## src/rtl/apb_master_if.sv

```systemverilog
// Command/response handshake plus APB bus bundled for apb_master.
// The master modport is the DUT's view; slave is the requester/peripheral side.
interface apb_master_if;
   logic        cmd_valid;
   logic        cmd_ready;
   logic        cmd_write;
   logic [31:0] cmd_addr;
   logic [31:0] cmd_wdata;
   logic        rsp_valid;
   logic [31:0] rsp_rdata;
   logic        rsp_slverr;
   logic        rsp_timeout;
   logic        psel;
   logic        penable;
   logic        pwrite;
   logic [31:0] paddr;
   logic [31:0] pwdata;
   logic [31:0] prdata;
   logic        pready;
   logic        pslverr;

   modport master (
      input  cmd_valid, cmd_write, cmd_addr, cmd_wdata, prdata, pready, pslverr,
      output cmd_ready, rsp_valid, rsp_rdata, rsp_slverr, rsp_timeout,
             psel, penable, pwrite, paddr, pwdata
   );

   modport slave (
      output cmd_valid, cmd_write, cmd_addr, cmd_wdata, prdata, pready, pslverr,
      input  cmd_ready, rsp_valid, rsp_rdata, rsp_slverr, rsp_timeout,
             psel, penable, pwrite, paddr, pwdata
   );
endinterface

```

## src/rtl/apb_master.sv

```systemverilog
// Single-outstanding APB master: turns one command into a SETUP/ACCESS transfer
// and returns a one-cycle response, with optional ACCESS-phase timeout.
module apb_master #(
   parameter int unsigned TIMEOUT_CYCLES = 16
) (
   input  logic            pclk,
   input  logic            presetn,
   apb_master_if.master    bus
);

   typedef enum logic [1:0] {
      S_IDLE,
      S_SETUP,
      S_ACCESS
   } state_e;

   localparam bit          TO_ENABLE = (TIMEOUT_CYCLES != 0);
   localparam logic [31:0] TO_LAST   = TO_ENABLE ? 32'(TIMEOUT_CYCLES - 1) : 32'd0;

   state_e      state_q, state_d;
   logic        psel_q, psel_d;
   logic        penable_q, penable_d;
   logic        pwrite_q, pwrite_d;
   logic [31:0] paddr_q, paddr_d;
   logic [31:0] pwdata_q, pwdata_d;
   logic        rsp_valid_q, rsp_valid_d;
   logic [31:0] rsp_rdata_q, rsp_rdata_d;
   logic        rsp_slverr_q, rsp_slverr_d;
   logic        rsp_timeout_q, rsp_timeout_d;
   logic [31:0] wait_q, wait_d;

   // NOTE: every output is assigned its hold value first, so no path leaves a latch.
   always_comb begin
      state_d       = state_q;
      psel_d        = psel_q;
      penable_d     = penable_q;
      pwrite_d      = pwrite_q;
      paddr_d       = paddr_q;
      pwdata_d      = pwdata_q;
      rsp_valid_d   = 1'b0;
      rsp_rdata_d   = rsp_rdata_q;
      rsp_slverr_d  = rsp_slverr_q;
      rsp_timeout_d = rsp_timeout_q;
      wait_d        = wait_q;

      unique case (state_q)
         S_IDLE: begin
            if (bus.cmd_valid) begin
               if (bus.cmd_addr[1:0] == 2'b00) begin
                  state_d   = S_SETUP;
                  psel_d    = 1'b1;
                  penable_d = 1'b0;
                  pwrite_d  = bus.cmd_write;
                  paddr_d   = bus.cmd_addr;
                  pwdata_d  = bus.cmd_write ? bus.cmd_wdata : 32'd0;
               end else begin
                  // Misaligned requests are rejected locally without touching the bus.
                  rsp_valid_d   = 1'b1;
                  rsp_rdata_d   = 32'd0;
                  rsp_slverr_d  = 1'b1;
                  rsp_timeout_d = 1'b0;
               end
            end
         end

         S_SETUP: begin
            state_d   = S_ACCESS;
            penable_d = 1'b1;
            wait_d    = 32'd0;
         end

         S_ACCESS: begin
            if (bus.pready) begin
               state_d       = S_IDLE;
               psel_d        = 1'b0;
               penable_d     = 1'b0;
               rsp_valid_d   = 1'b1;
               rsp_rdata_d   = pwrite_q ? 32'd0 : bus.prdata;
               rsp_slverr_d  = bus.pslverr;
               rsp_timeout_d = 1'b0;
            end else if (TO_ENABLE && (wait_q == TO_LAST)) begin
               state_d       = S_IDLE;
               psel_d        = 1'b0;
               penable_d     = 1'b0;
               rsp_valid_d   = 1'b1;
               rsp_rdata_d   = 32'd0;
               rsp_slverr_d  = 1'b1;
               rsp_timeout_d = 1'b1;
            end else begin
               wait_d = wait_q + 32'd1;
            end
         end

         default: begin
            state_d   = S_IDLE;
            psel_d    = 1'b0;
            penable_d = 1'b0;
         end
      endcase
   end

   // NOTE: state uses non-blocking assignments so all registers update from the same pre-edge values.
   always_ff @(posedge pclk) begin
      if (!presetn) begin
         state_q       <= S_IDLE;
         psel_q        <= 1'b0;
         penable_q     <= 1'b0;
         pwrite_q      <= 1'b0;
         paddr_q       <= 32'd0;
         pwdata_q      <= 32'd0;
         rsp_valid_q   <= 1'b0;
         rsp_rdata_q   <= 32'd0;
         rsp_slverr_q  <= 1'b0;
         rsp_timeout_q <= 1'b0;
         wait_q        <= 32'd0;
      end else begin
         state_q       <= state_d;
         psel_q        <= psel_d;
         penable_q     <= penable_d;
         pwrite_q      <= pwrite_d;
         paddr_q       <= paddr_d;
         pwdata_q      <= pwdata_d;
         rsp_valid_q   <= rsp_valid_d;
         rsp_rdata_q   <= rsp_rdata_d;
         rsp_slverr_q  <= rsp_slverr_d;
         rsp_timeout_q <= rsp_timeout_d;
         wait_q        <= wait_d;
      end
   end

   assign bus.cmd_ready   = (state_q == S_IDLE);
   assign bus.psel        = psel_q;
   assign bus.penable     = penable_q;
   assign bus.pwrite      = pwrite_q;
   assign bus.paddr       = paddr_q;
   assign bus.pwdata      = pwdata_q;
   assign bus.rsp_valid   = rsp_valid_q;
   assign bus.rsp_rdata   = rsp_rdata_q;
   assign bus.rsp_slverr  = rsp_slverr_q;
   assign bus.rsp_timeout = rsp_timeout_q;

endmodule

```

## src/flat_wrapper.sv

```systemverilog
// flat-port wrapper written by rule: the top's interface ports become plain ports
module apb_master_flat 
#(
   parameter int unsigned TIMEOUT_CYCLES = 16
)
  (pclk, presetn, bus_cmd_valid, bus_cmd_write, bus_cmd_addr, bus_cmd_wdata, bus_prdata, bus_pready, bus_pslverr, bus_cmd_ready, bus_rsp_valid, bus_rsp_rdata, bus_rsp_slverr, bus_rsp_timeout, bus_psel, bus_penable, bus_pwrite, bus_paddr, bus_pwdata);
  apb_master_if bus_i ();
  input  logic pclk;
  input  logic presetn;
  input wire logic [$bits(bus_i.cmd_valid)-1:0] bus_cmd_valid;
  input wire logic [$bits(bus_i.cmd_write)-1:0] bus_cmd_write;
  input wire logic [$bits(bus_i.cmd_addr)-1:0] bus_cmd_addr;
  input wire logic [$bits(bus_i.cmd_wdata)-1:0] bus_cmd_wdata;
  input wire logic [$bits(bus_i.prdata)-1:0] bus_prdata;
  input wire logic [$bits(bus_i.pready)-1:0] bus_pready;
  input wire logic [$bits(bus_i.pslverr)-1:0] bus_pslverr;
  output wire logic [$bits(bus_i.cmd_ready)-1:0] bus_cmd_ready;
  output wire logic [$bits(bus_i.rsp_valid)-1:0] bus_rsp_valid;
  output wire logic [$bits(bus_i.rsp_rdata)-1:0] bus_rsp_rdata;
  output wire logic [$bits(bus_i.rsp_slverr)-1:0] bus_rsp_slverr;
  output wire logic [$bits(bus_i.rsp_timeout)-1:0] bus_rsp_timeout;
  output wire logic [$bits(bus_i.psel)-1:0] bus_psel;
  output wire logic [$bits(bus_i.penable)-1:0] bus_penable;
  output wire logic [$bits(bus_i.pwrite)-1:0] bus_pwrite;
  output wire logic [$bits(bus_i.paddr)-1:0] bus_paddr;
  output wire logic [$bits(bus_i.pwdata)-1:0] bus_pwdata;
  assign bus_i.cmd_valid = bus_cmd_valid;
  assign bus_i.cmd_write = bus_cmd_write;
  assign bus_i.cmd_addr = bus_cmd_addr;
  assign bus_i.cmd_wdata = bus_cmd_wdata;
  assign bus_i.prdata = bus_prdata;
  assign bus_i.pready = bus_pready;
  assign bus_i.pslverr = bus_pslverr;
  assign bus_cmd_ready = bus_i.cmd_ready;
  assign bus_rsp_valid = bus_i.rsp_valid;
  assign bus_rsp_rdata = bus_i.rsp_rdata;
  assign bus_rsp_slverr = bus_i.rsp_slverr;
  assign bus_rsp_timeout = bus_i.rsp_timeout;
  assign bus_psel = bus_i.psel;
  assign bus_penable = bus_i.penable;
  assign bus_pwrite = bus_i.pwrite;
  assign bus_paddr = bus_i.paddr;
  assign bus_pwdata = bus_i.pwdata;
  apb_master #(.TIMEOUT_CYCLES(TIMEOUT_CYCLES)) u_core (.pclk(pclk), .presetn(presetn), .bus(bus_i));
endmodule
```

## config.mk

```make
export PLATFORM = sky130hd
export DESIGN_NAME = apb_master_flat
export DESIGN_NICKNAME = d
export VERILOG_FILES = /design/src/rtl/apb_master_if.sv /design/src/rtl/apb_master.sv /design/src/flat_wrapper.sv
export SDC_FILE = /design/constraint.sdc
export NUM_CORES = 1
export LEC_CHECK = 0
export CORE_AREA = 5 5 116 118
export CTS_CLUSTER_SIZE = 8
export DETAILED_ROUTE_END_ITERATION = 16
export DIE_AREA = 0 0 121 123
export PLACE_DENSITY_LB_ADDON = 0.25
export SYNTH_ARGS = -nofsm -noshare
export SYNTH_HDL_FRONTEND = slang
export SYNTH_SLANG_ARGS = --single-unit
```

## constraint.sdc

```tcl
create_clock -name pclk -period 2.5 [get_ports pclk]
set_input_delay 0.75 -clock pclk [delete_from_list [all_inputs] [get_ports pclk]]
set_output_delay 0.75 -clock pclk [all_outputs]
set_load 0.005 [all_outputs]
```

==> flow_summary_export.csv, run 1 <==
group,metric,value,unit
global_route,grt_use_total,0.2330,
floorplanning,core,12360,µm²
critical_path,worstPathArrival,1670,ps
drt,drtIter0Drc,316,
drt,vias_per_cell,5.419,
synth,async_flop_share,0,
global_route,grt_start_max_net_pins,67,
timing,final-setup-viol-count,0,
clock_network,cts_buffer_depth,2,
floorplanning,die_y,123,µm
final_layout,num_antenna_cells,0,
final_layout,fin_area,8289,µm²
timing,layout_min_cycle_time,2416,ps
critical_path,crit_required,1750,ps
clock_network,clkTransAtPathRegs,60,ps
final_layout,final_cell_mix,"clkdlybuf4s50_1 (204), dfxtp_1 (134), nand2_1 (121)",
drt,wl_per_cell,17.34,µm
critical_path,critical_path_class,"reg2out",
synth,synth_area_leaders,"dfxtp_1 (51%), nand2_1 (8.6%), a21oi_1 (7.4%)",
timing,slew_viol_final,0,
floorplanning,die_w,121,µm
critical_path,crit_buf_inv,1,
synth,yosysSeqAreaShare,0.5088,
clock_network,cts_sinks,135,
synth,avgSynthCellArea,8.736,µm²
final_layout,syn2layout_area_growth,56.07,%
critical_path,critPathCaptureType,"output port",
synth,syn_inst,608,
power_and_ir_drop,p_leak,2.938,nW
synth,synth_largest_area_cell,"dfxtp_1",
outcome,status,"finished, final reports clean",
power_and_ir_drop,power.density,632.0,nW/µm²
synth,ys.flop_type,"dfxtp_1",
floorplanning,pin_count,205,
synth,ys_ff_latch,135,
clock_network,h-tree-depth,4,
min_path,min_path_type,"reg2reg",
synth,synth_top_area_share,0.5088,
synth,synth_edf_count,0,
clock_network,insertion_delay,420,ps
timing,rsz0062_at_grt,"no",
synth,syn_nets,711,
clock_network,numCtsBuffers,17,
clock_network,post_cts_buffers,0,
place,dpl_cell_area,7654,µm²
floorplanning,num_rows,41,
global_route,grt_pass1_wl,27.49,mm
timing,timing.slew.headroom,0.6618,
critical_path,cp_max_fo,8,
timing,worstMarginPinSlew,503.2,ps
clock_network,root_buffer,"clkbuf_16",
drt,dr.pass1.iters,4,
final_layout,final_common_cell,"clkdlybuf4s50_1",
global_route,grt_remaining_overflow,0,
synth,synth.distinct_cells,53,
run,drv_cap,0,
critical_path,slowest_stage,"clkdlybuf4s50_1",
timing,final-hold-violation-count,0,
global_route,grt_antenna_before_repair,0,
timing,fin_crit_sh,0.9663,
drt,ant_nets,0,
critical_path,start_kind,"register",
timing,skew,5.300,ps
synth,yosys_warnings,0,
timing,fin_hold_ws,449.5,ps
drt,routed_wl,17.39,mm
global_route,grt_pass1_vias,5570,
final_layout,n_fill_cell,963,
clock_network,cts_tree,"done",
place,hpwlAfterDp,12.38,mm
drt,vias,5435,
floorplanning,initial_core_util,0.4296,
synth,netlist_area,5311,µm²
critical_path,slowest_delay,580,ps
power_and_ir_drop,ir_worst_vdd,558.3,µV
floorplanning,die_area,14880,µm²
place,gp_congestion,0.9604,
final_layout,drive_gt1_frac,0.09386,
timing,fmaxAchievable,0.4139,GHz
critical_path,critPathTopFamily,"buffers and inverters",
critical_path,crit_path_cell_trace,"nor2_2 -> clkdlybuf4s50_1",
final_layout,finalNetCount,921,
place,port_buffers,204,
drt,route.detailed.drc,0,
==> area by class of cell <==
class,instances,area [µm²],share of cell area
flip-flops and latches,135,2704,0.3262
multi-input cells,426,2410,0.2907
repair buffers,233,2310,0.2786
clock buffers,21,460.4,0.05555
well taps,172,215.2,0.02596
clock inverters,11,171.4,0.02068
inverters,5,18.77,0.002264
==> tightest hold or removal path: stages (launching register included) <==
cell     delay (ps)
dfxtp_1         300
nand2_1          50
a21oi_1          50
==> routing by layer <==
layer,share of wire,track usage,routed length [µm],vias up
met3,0.098,0.1066,1707,30
met4,0.018,0.07932,318,0
met1,0.38,0.2542,6606,2556
li1,-,-,-,2626
met2,0.50,0.4022,8758,223
met5,0,0,0,-
==> per-stage QoR <==
stage          setup slack [ps]  utilization  power [W]  setup TNS [ps]  cells
2_1_floorplan             558.0            -   0.002361               0    608
3_3_place_gp              11.04       0.6191   0.002625               0    971
3_5_place_dp             -44.39       0.6191   0.002633          -791.2    971
4_1_cts                   8.997       0.6704   0.005277               0   1003
5_1_grt                   2.095       0.6705   0.005417               0   1003
6_report                  84.24       0.6705   0.005239               0   1003
==> timing repair <==
action / 4_1_cts / 5_1_grt
endpoints found under the setup margin: 1 / 2
pin swaps: 0 / 0
hold buffers: 0 / 0
resized for setup: 1 / 1
==> cell families (layout without fill, tap and decap cells) <==
group | count (synthesis) | in the layout | share of synthesized area
simple gates | 266 | 266 | 0.2476
compound gates | 156 | 156 | 0.1946
mux | 2 | 2 | 0.003769
flops | 135 | 135 | 0.5088
xor+xnor | 1 | 1 | 0.001649
fa+ha+maj | 1 | 1 | 0.002355
buf+inv | 47 | 270 | 0.04122
==> registers in the layout (all words and copies together), names as in the netlist, 2 cells and up <==
name	flops
u_core.bus.paddr	32
u_core.bus.pwdata	32
u_core.bus.rsp_rdata	32
u_core.wait_q	32
u_core.state_q	2
==> cells in the mapped netlist (all sizes together) (12+ instances only) <==
library cell    n
dfxtp         135
nand2         122
a21oi          81
nand3          55
a22o           33
clkbuf         30
nor2           17
nand4          13
buf            12
==> path summary, 6_finish.rpt <==
kind,from,end,slack (ps),depth (start not counted)
worst max register to register,u_core.wait_q[0],u_core.wait_q[26],260,6
worst min-delay path,u_core.bus.pwdata[15],u_core.bus.pwdata[15],450,2
worst max-delay path,u_core.state_q[0],bus_cmd_ready,80,2
worst min register to register,u_core.bus.pwdata[15],u_core.bus.pwdata[15],450,2
==> where the power goes <==
part	internal [W]	switching [W]	leakage, nW
logic	0.000233	0.000154	1.54
registers	0.00218	0.0000179	1.09
clock network	0.00172	0.000928	0.304
total	0.00414	0.00110	2.94
Note: power is estimated with default switching activity, not from simulation.
==> run 2: changes to the inputs <==
ABC_AREA = 1   (was default)
CAP_MARGIN = 20   (was default)
CORE_AREA = 5 5 120 122   (was 5 5 116 118)
DIE_AREA = 0 0 125 127   (was 0 0 121 123)
==> flow_summary_export.csv, run 2 <==
group,metric,value,unit
synth,yosysMostFrequentCell,"nand2_1",
clock_network,insertion_delay,410,ps
global_route,grt_remaining_overflow,0,
drt,route.detailed.drc,0,
synth,yosys_warnings,0,
power_and_ir_drop,p_switching,0.001129,W
synth,synth_edf_count,0,
power_and_ir_drop,swShare,0.2304,
run,drv_cap,0,
synth,synth_top_area_share,0.4639,
timing,rsz0062_at_grt,"no",
critical_path,slowest_delay,580,ps
final_layout,syn2layout_area_growth,47.21,%
critical_path,crit_required,1750,ps
drt,vias,6066,
place,hpwlAfterDp,12.62,mm
outcome,status,"finished, final reports clean",
timing,fmaxAchievable,0.4403,GHz
timing,fin_crit_sh,0.9084,
global_route,grt_antenna_before_repair,0,
synth,yosysSeqAreaShare,0.4639,
place,place_inst,1209,
timing,fin_tns_setup,0,ps
synth,avgSynthCellArea,6.766,µm²
place,dp_slack,255.6,ps
global_route,grt_pass1_wl,28.44,mm
synth,netlist_area,5826,µm²
final_layout,final_common_cell,"nand2_1",
critical_path,start_kind,"register",
power_and_ir_drop,power.internal,0.003773,W
drt,dr.pass1.iters,4,
critical_path,crit_path_cell_trace,"nor2_2 -> clkdlybuf4s50_1",
floorplanning,core,13090,µm²
final_layout,n_fill_cell,1139,
clock_network,cts.repair.resized,0,
clock_network,h-tree-depth,4,
drt,wl_per_cell,14.38,µm
drt,drtIter0Drc,405,
critical_path,critical_path_class,"reg2out",
final_layout,finalNetCount,1155,
synth,synth_largest_area_cell,"dfxtp_1",
drt,vias_per_cell,4.896,
timing,slew_viol_final,0,
synth,syn_nets,964,
power_and_ir_drop,p_seq_frac,0.453,
critical_path,worstPathArrival,1520,ps
timing,timing.slew.headroom,0.6904,
global_route,grt_pass1_vias,5671,
place,gp_congestion,0.8930,
floorplanning,die_area,15880,µm²
clock_network,cts_tree,"done",
synth,syn_inst,861,
critical_path,critPathCaptureType,"output port",
synth,ys.flop_type,"dfxtp_1",
power_and_ir_drop,ir_worst_vdd,438.2,µV
timing,worstMarginPinSlew,460.9,ps
place,port_buffers,204,
global_route,grt_start_max_net_pins,84,
final_layout,utilization,0.6554,
power_and_ir_drop,power.density,571.6,nW/µm²
drt,ant_nets,0,
synth,async_flop_share,0,
floorplanning,num_rows,42,
clock_network,cts_buffer_depth,2,
timing,fin_ws,229.0,ps
final_layout,instances_no_fill,1239,
power_and_ir_drop,p_clk_frac,0.453,
timing,skew,6.834,ps
synth,synth_common_cells,"nand2_1 (246), nor2_1 (154), dfxtp_1 (135)",
clock_network,root_buffer,"clkbuf_16",
clock_network,ctsHoldBuffers,0,
min_path,min_path_type,"reg2reg",
final_layout,final_cell_mix,"nand2_1 (246), clkdlybuf4s50_1 (203), nor2_1 (154)",
critical_path,cp_max_fo,4,
power_and_ir_drop,p_leak,3.210,nW
power_and_ir_drop,p_comb_frac,0.095,
final_layout,drive_gt1_frac,0.04798,
clock_network,clkTransAtPathRegs,50,ps
clock_network,cts_sinks,135,
global_route,grt_use_total,0.2200,
floorplanning,pin_count,205,
floorplanning,die_y,127,µm
floorplanning,initial_core_util,0.4452,
drt,routed_wl,17.82,mm
floorplanning,die_w,125,µm
clock_network,post_cts_buffers,0,
synth,synth.distinct_cells,29,
timing,final-hold-violation-count,0,
timing,layout_min_cycle_time,2271,ps
synth,synth_area_leaders,"dfxtp_1 (46%), nand2_1 (16%), nor2_1 (9.9%)",
final_layout,num_antenna_cells,0,
synth,ys_ff_latch,135,
critical_path,slowest_stage,"clkdlybuf4s50_1",
timing,final-setup-viol-count,0,
clock_network,numCtsBuffers,17,
run 2: changes by cell type in the layout (fill, tap and decap cells not counted), moves of 6 or more:
cell     before  now
nor2_1       15  154
nand2_1     121  246
inv_1         4   42
a22o_1       33    0
o21ai_0       7   31
nand3_1      53   74
buf_4        25   10
a21oi_1      79   92
and3_1       10    1
nand4_1      13    4
nor4_1        9    0
or4_1         9    0
xor2_1        1    7
run 2: stage by stage:
step	total power, W	area (µm²)	hold slack (ps)
after floorplan	0.002419	5826	452.1
after global placement	0.002730	8059	440.4
after detailed placement	0.002730	8059	450.5
after CTS	0.004941	8576	458.9
after global routing	0.005089	8576	476.6
final	0.004902	8576	457.0
run 2: final cells by class:
class	count	area [µm²]	share of cell area
multi-input combinational	633	2751	0.3208
sequential	135	2703	0.3151
timing repair buffer	219	2212	0.2580
clock buffer	23	467.9	0.05457
tap	176	220.2	0.02568
inverter	46	172.7	0.02013
clock inverter	7	48.80	0.005690
run 2: power by group through the flow:
stage	clock network [W]	logic, W	registers [W]
2_1_floorplan	0	0.000150	0.00227
3_3_place_gp	0	0.000464	0.00227
3_5_place_dp	0	0.000464	0.00227
4_1_cts	0.00225	0.000468	0.00222
5_1_grt	0.00236	0.000503	0.00223
6_report	0.00222	0.000464	0.00222
run 2: layer usage:
layer / global-route usage / vias up / wire length, µm
met5: 0 / - / 0
met4: 0.07270 / 0 / 389
met3: 0.1056 / 25 / 1707
met2: 0.3654 / 189 / 8659
met1: 0.2505 / 2724 / 7067
li1: - / 3128 / -
run 2: path summary, 6_finish.rpt:
path / cells after the start / start / end / slack, ps
max: 2 / u_core.state_q[1] / bus_cmd_ready / 230
min: 2 / u_core.bus.paddr[1] / u_core.bus.paddr[1] / 460
max reg2reg: 9 / u_core.wait_q[0] / u_core.wait_q[30] / 530
min reg2reg: 2 / u_core.bus.paddr[1] / u_core.bus.paddr[1] / 460
run 2: worst max-delay path, delay by kind of cell (launching register included):
kind | cells | cell delay [ps]
and+or+nand+nor | 1 | 190
DFF | 1 | 340
buffers and inverters | 1 | 580
run 2: cell families after synthesis:
family,share of synthesized area
flip-flops,0.4639
adder cells (fa/ha/maj),0.002147
buffers and inverters,0.06465
AO/OA/AOI/OAI,0.1119
XOR/XNOR,0.01504
AND/OR/NAND/NOR,0.3424
==> run 3: changes to the inputs <==
CORE_AREA = 2 2 117 119   (was 5 5 120 122)
DIE_AREA = 0 0 119 121   (was 0 0 125 127)
==> flow_summary_export.csv, run 3 (same netlist as run 2, synthesis figures left out) <==
group,metric,value,unit
outcome,status,"finished, final reports clean",
place,port_buffers,204,
global_route,grt_antenna_before_repair,0,
timing,final-hold-violation-count,0,
power_and_ir_drop,power,0.005033,W
critical_path,slowest_stage,"clkdlybuf4s50_1",
critical_path,critPathTopFamily,"buffers and inverters",
floorplanning,core,13090,µm²
drt,route.detailed.drc,0,
timing,worstMarginPinSlew,493.1,ps
clock_network,root_buffer,"clkbuf_16",
run,drv_cap,0,
timing,timing.slew.headroom,0.6688,
drt,dr.pass1.iters,4,
final_layout,instances_no_fill,1239,
final_layout,final_common_cell,"nand2_1",
timing,rsz0062_at_grt,"no",
power_and_ir_drop,ir_worst_vdd,450.3,µV
clock_network,ctsHoldBuffers,0,
global_route,grt_start_max_net_pins,84,
critical_path,worstPathArrival,1450,ps
clock_network,cts_sinks,135,
global_route,grt_util_met3,0.08929,
drt,routed_wl,17.35,mm
place,hpwlAfterDp,12.11,mm
timing,fin_tns_setup,0,ps
drt,vias,6065,
floorplanning,die_w,119,µm
clock_network,clkTransAtPathRegs,60,ps
critical_path,crit_required,1750,ps
final_layout,drive_gt1_frac,0.04798,
critical_path,slowest_delay,550,ps
final_layout,final_cell_mix,"nand2_1 (246), clkdlybuf4s50_1 (203), nor2_1 (154)",
drt,vias_per_cell,4.895,
power_and_ir_drop,power.density,584.9,nW/µm²
floorplanning,num_rows,42,
timing,fin_crit_sh,0.8799,
critical_path,critical_path_class,"reg2out",
final_layout,syn2layout_area_growth,47.70,%
min_path,min_path_type,"reg2reg",
drt,drtIter0Drc,391,
place,gp_congestion,0.8749,
global_route,gr-usage-met1,0.3002,
critical_path,crit_buf_inv,1,
timing,skew,7.942,ps
critical_path,start_kind,"register",
timing,final-setup-viol-count,0,
clock_network,numCtsBuffers,17,
critical_path,critPathCaptureType,"output port",
clock_network,post_cts_buffers,0,
clock_network,insertion_delay,420,ps
drt,ant_nets,0,
global_route,grt_use_total,0.2464,
floorplanning,die_y,121,µm
global_route,grt_remaining_overflow,0,
clock_network,cts_tree,"done",
floorplanning,pin_count,205,
clock_network,cts.repair.resized,0,
global_route,grt_pass1_wl,28.45,mm
critical_path,cp_max_fo,4,
global_route,busiest_layer,"met2",
timing,fmaxAchievable,0.4546,GHz
place,dp_slack,226.8,ps
critical_path,crit_path_cell_trace,"nor2_2 -> clkdlybuf4s50_1",
clock_network,h-tree-depth,4,
timing,fin_ws,300.4,ps
timing,slew_viol_final,0,
clock_network,cts_buffer_depth,2,
final_layout,num_antenna_cells,0,
final_layout,finalNetCount,1154,
place,place_inst,1208,
drt,wl_per_cell,14.01,µm
floorplanning,initial_core_util,0.4452,
timing,layout_min_cycle_time,2200,ps
global_route,met2_usage,0.3991,
floorplanning,die_area,14400,µm²
global_route,grt_pass1_vias,5749,
power_and_ir_drop,p_leak,3.215,nW
==> run 3: worst reg2reg max path, delay by kind of cell, from the launching register on <==
kind / cells / cell delay (ps)
AND/OR/NAND/NOR: 5 / 590
AO/OA/AOI/OAI: 2 / 530
buffers and inverters: 1 / 210
flip-flops: 1 / 410
adder cells (fa/ha/maj): 1 / 270
==> run 3: report_power, final <==
group	total, W	switching [W]	leakage, nW	internal, W
combinational	0.000462	0.000196	1.86	0.000266
clock	0.00235	0.000911	0.262	0.00144
sequential	0.00222	0.0000234	1.09	0.00220
total	0.00503	0.00113	3.21	0.00390
==> run 3: routing by layer <==
metal / wire length, µm / share of wire
met1: 7375 / 0.42
met2: 8359 / 0.48
met3: 1348 / 0.078
met4: 269 / 0.016
met5: 0 / 0
==> run 3: final timing paths <==
| path | startpoint | end | slack (ps) | cells past startpoint |
|---|---|---|---|---|
| max | u_core.state_q[1] | bus_cmd_ready | 300 | 2 |
| max reg2reg | u_core.wait_q[0] | u_core.bus.rsp_timeout | 370 | 9 |
| min reg2reg | u_core.bus.rsp_rdata[5] | u_core.bus.rsp_rdata[5] | 460 | 2 |
| min | u_core.bus.rsp_rdata[5] | u_core.bus.rsp_rdata[5] | 460 | 2 |
==> run 3: cell type report <==
class,instances,area [µm²]
Timing Repair Buffer,218,2205
Clock buffer,24,481.7
Fill cell,1170,4481
Inverter,46,172.7
Tap cell,176,220.2
Sequential cell,135,2703
Clock inverter,7,71.32
Multi-Input combinational cell,633,2751
==> run 3: stage by stage <==
stage	hold slack [ps]	instance area, µm²	utilization
2_1_floorplan	452.1	5826	-
3_3_place_gp	444.2	8051	0.6153
3_5_place_dp	450.4	8051	0.6153
4_1_cts	461.6	8605	0.6576
5_1_grt	473.3	8605	0.6576
6_report	459.3	8605	0.6576
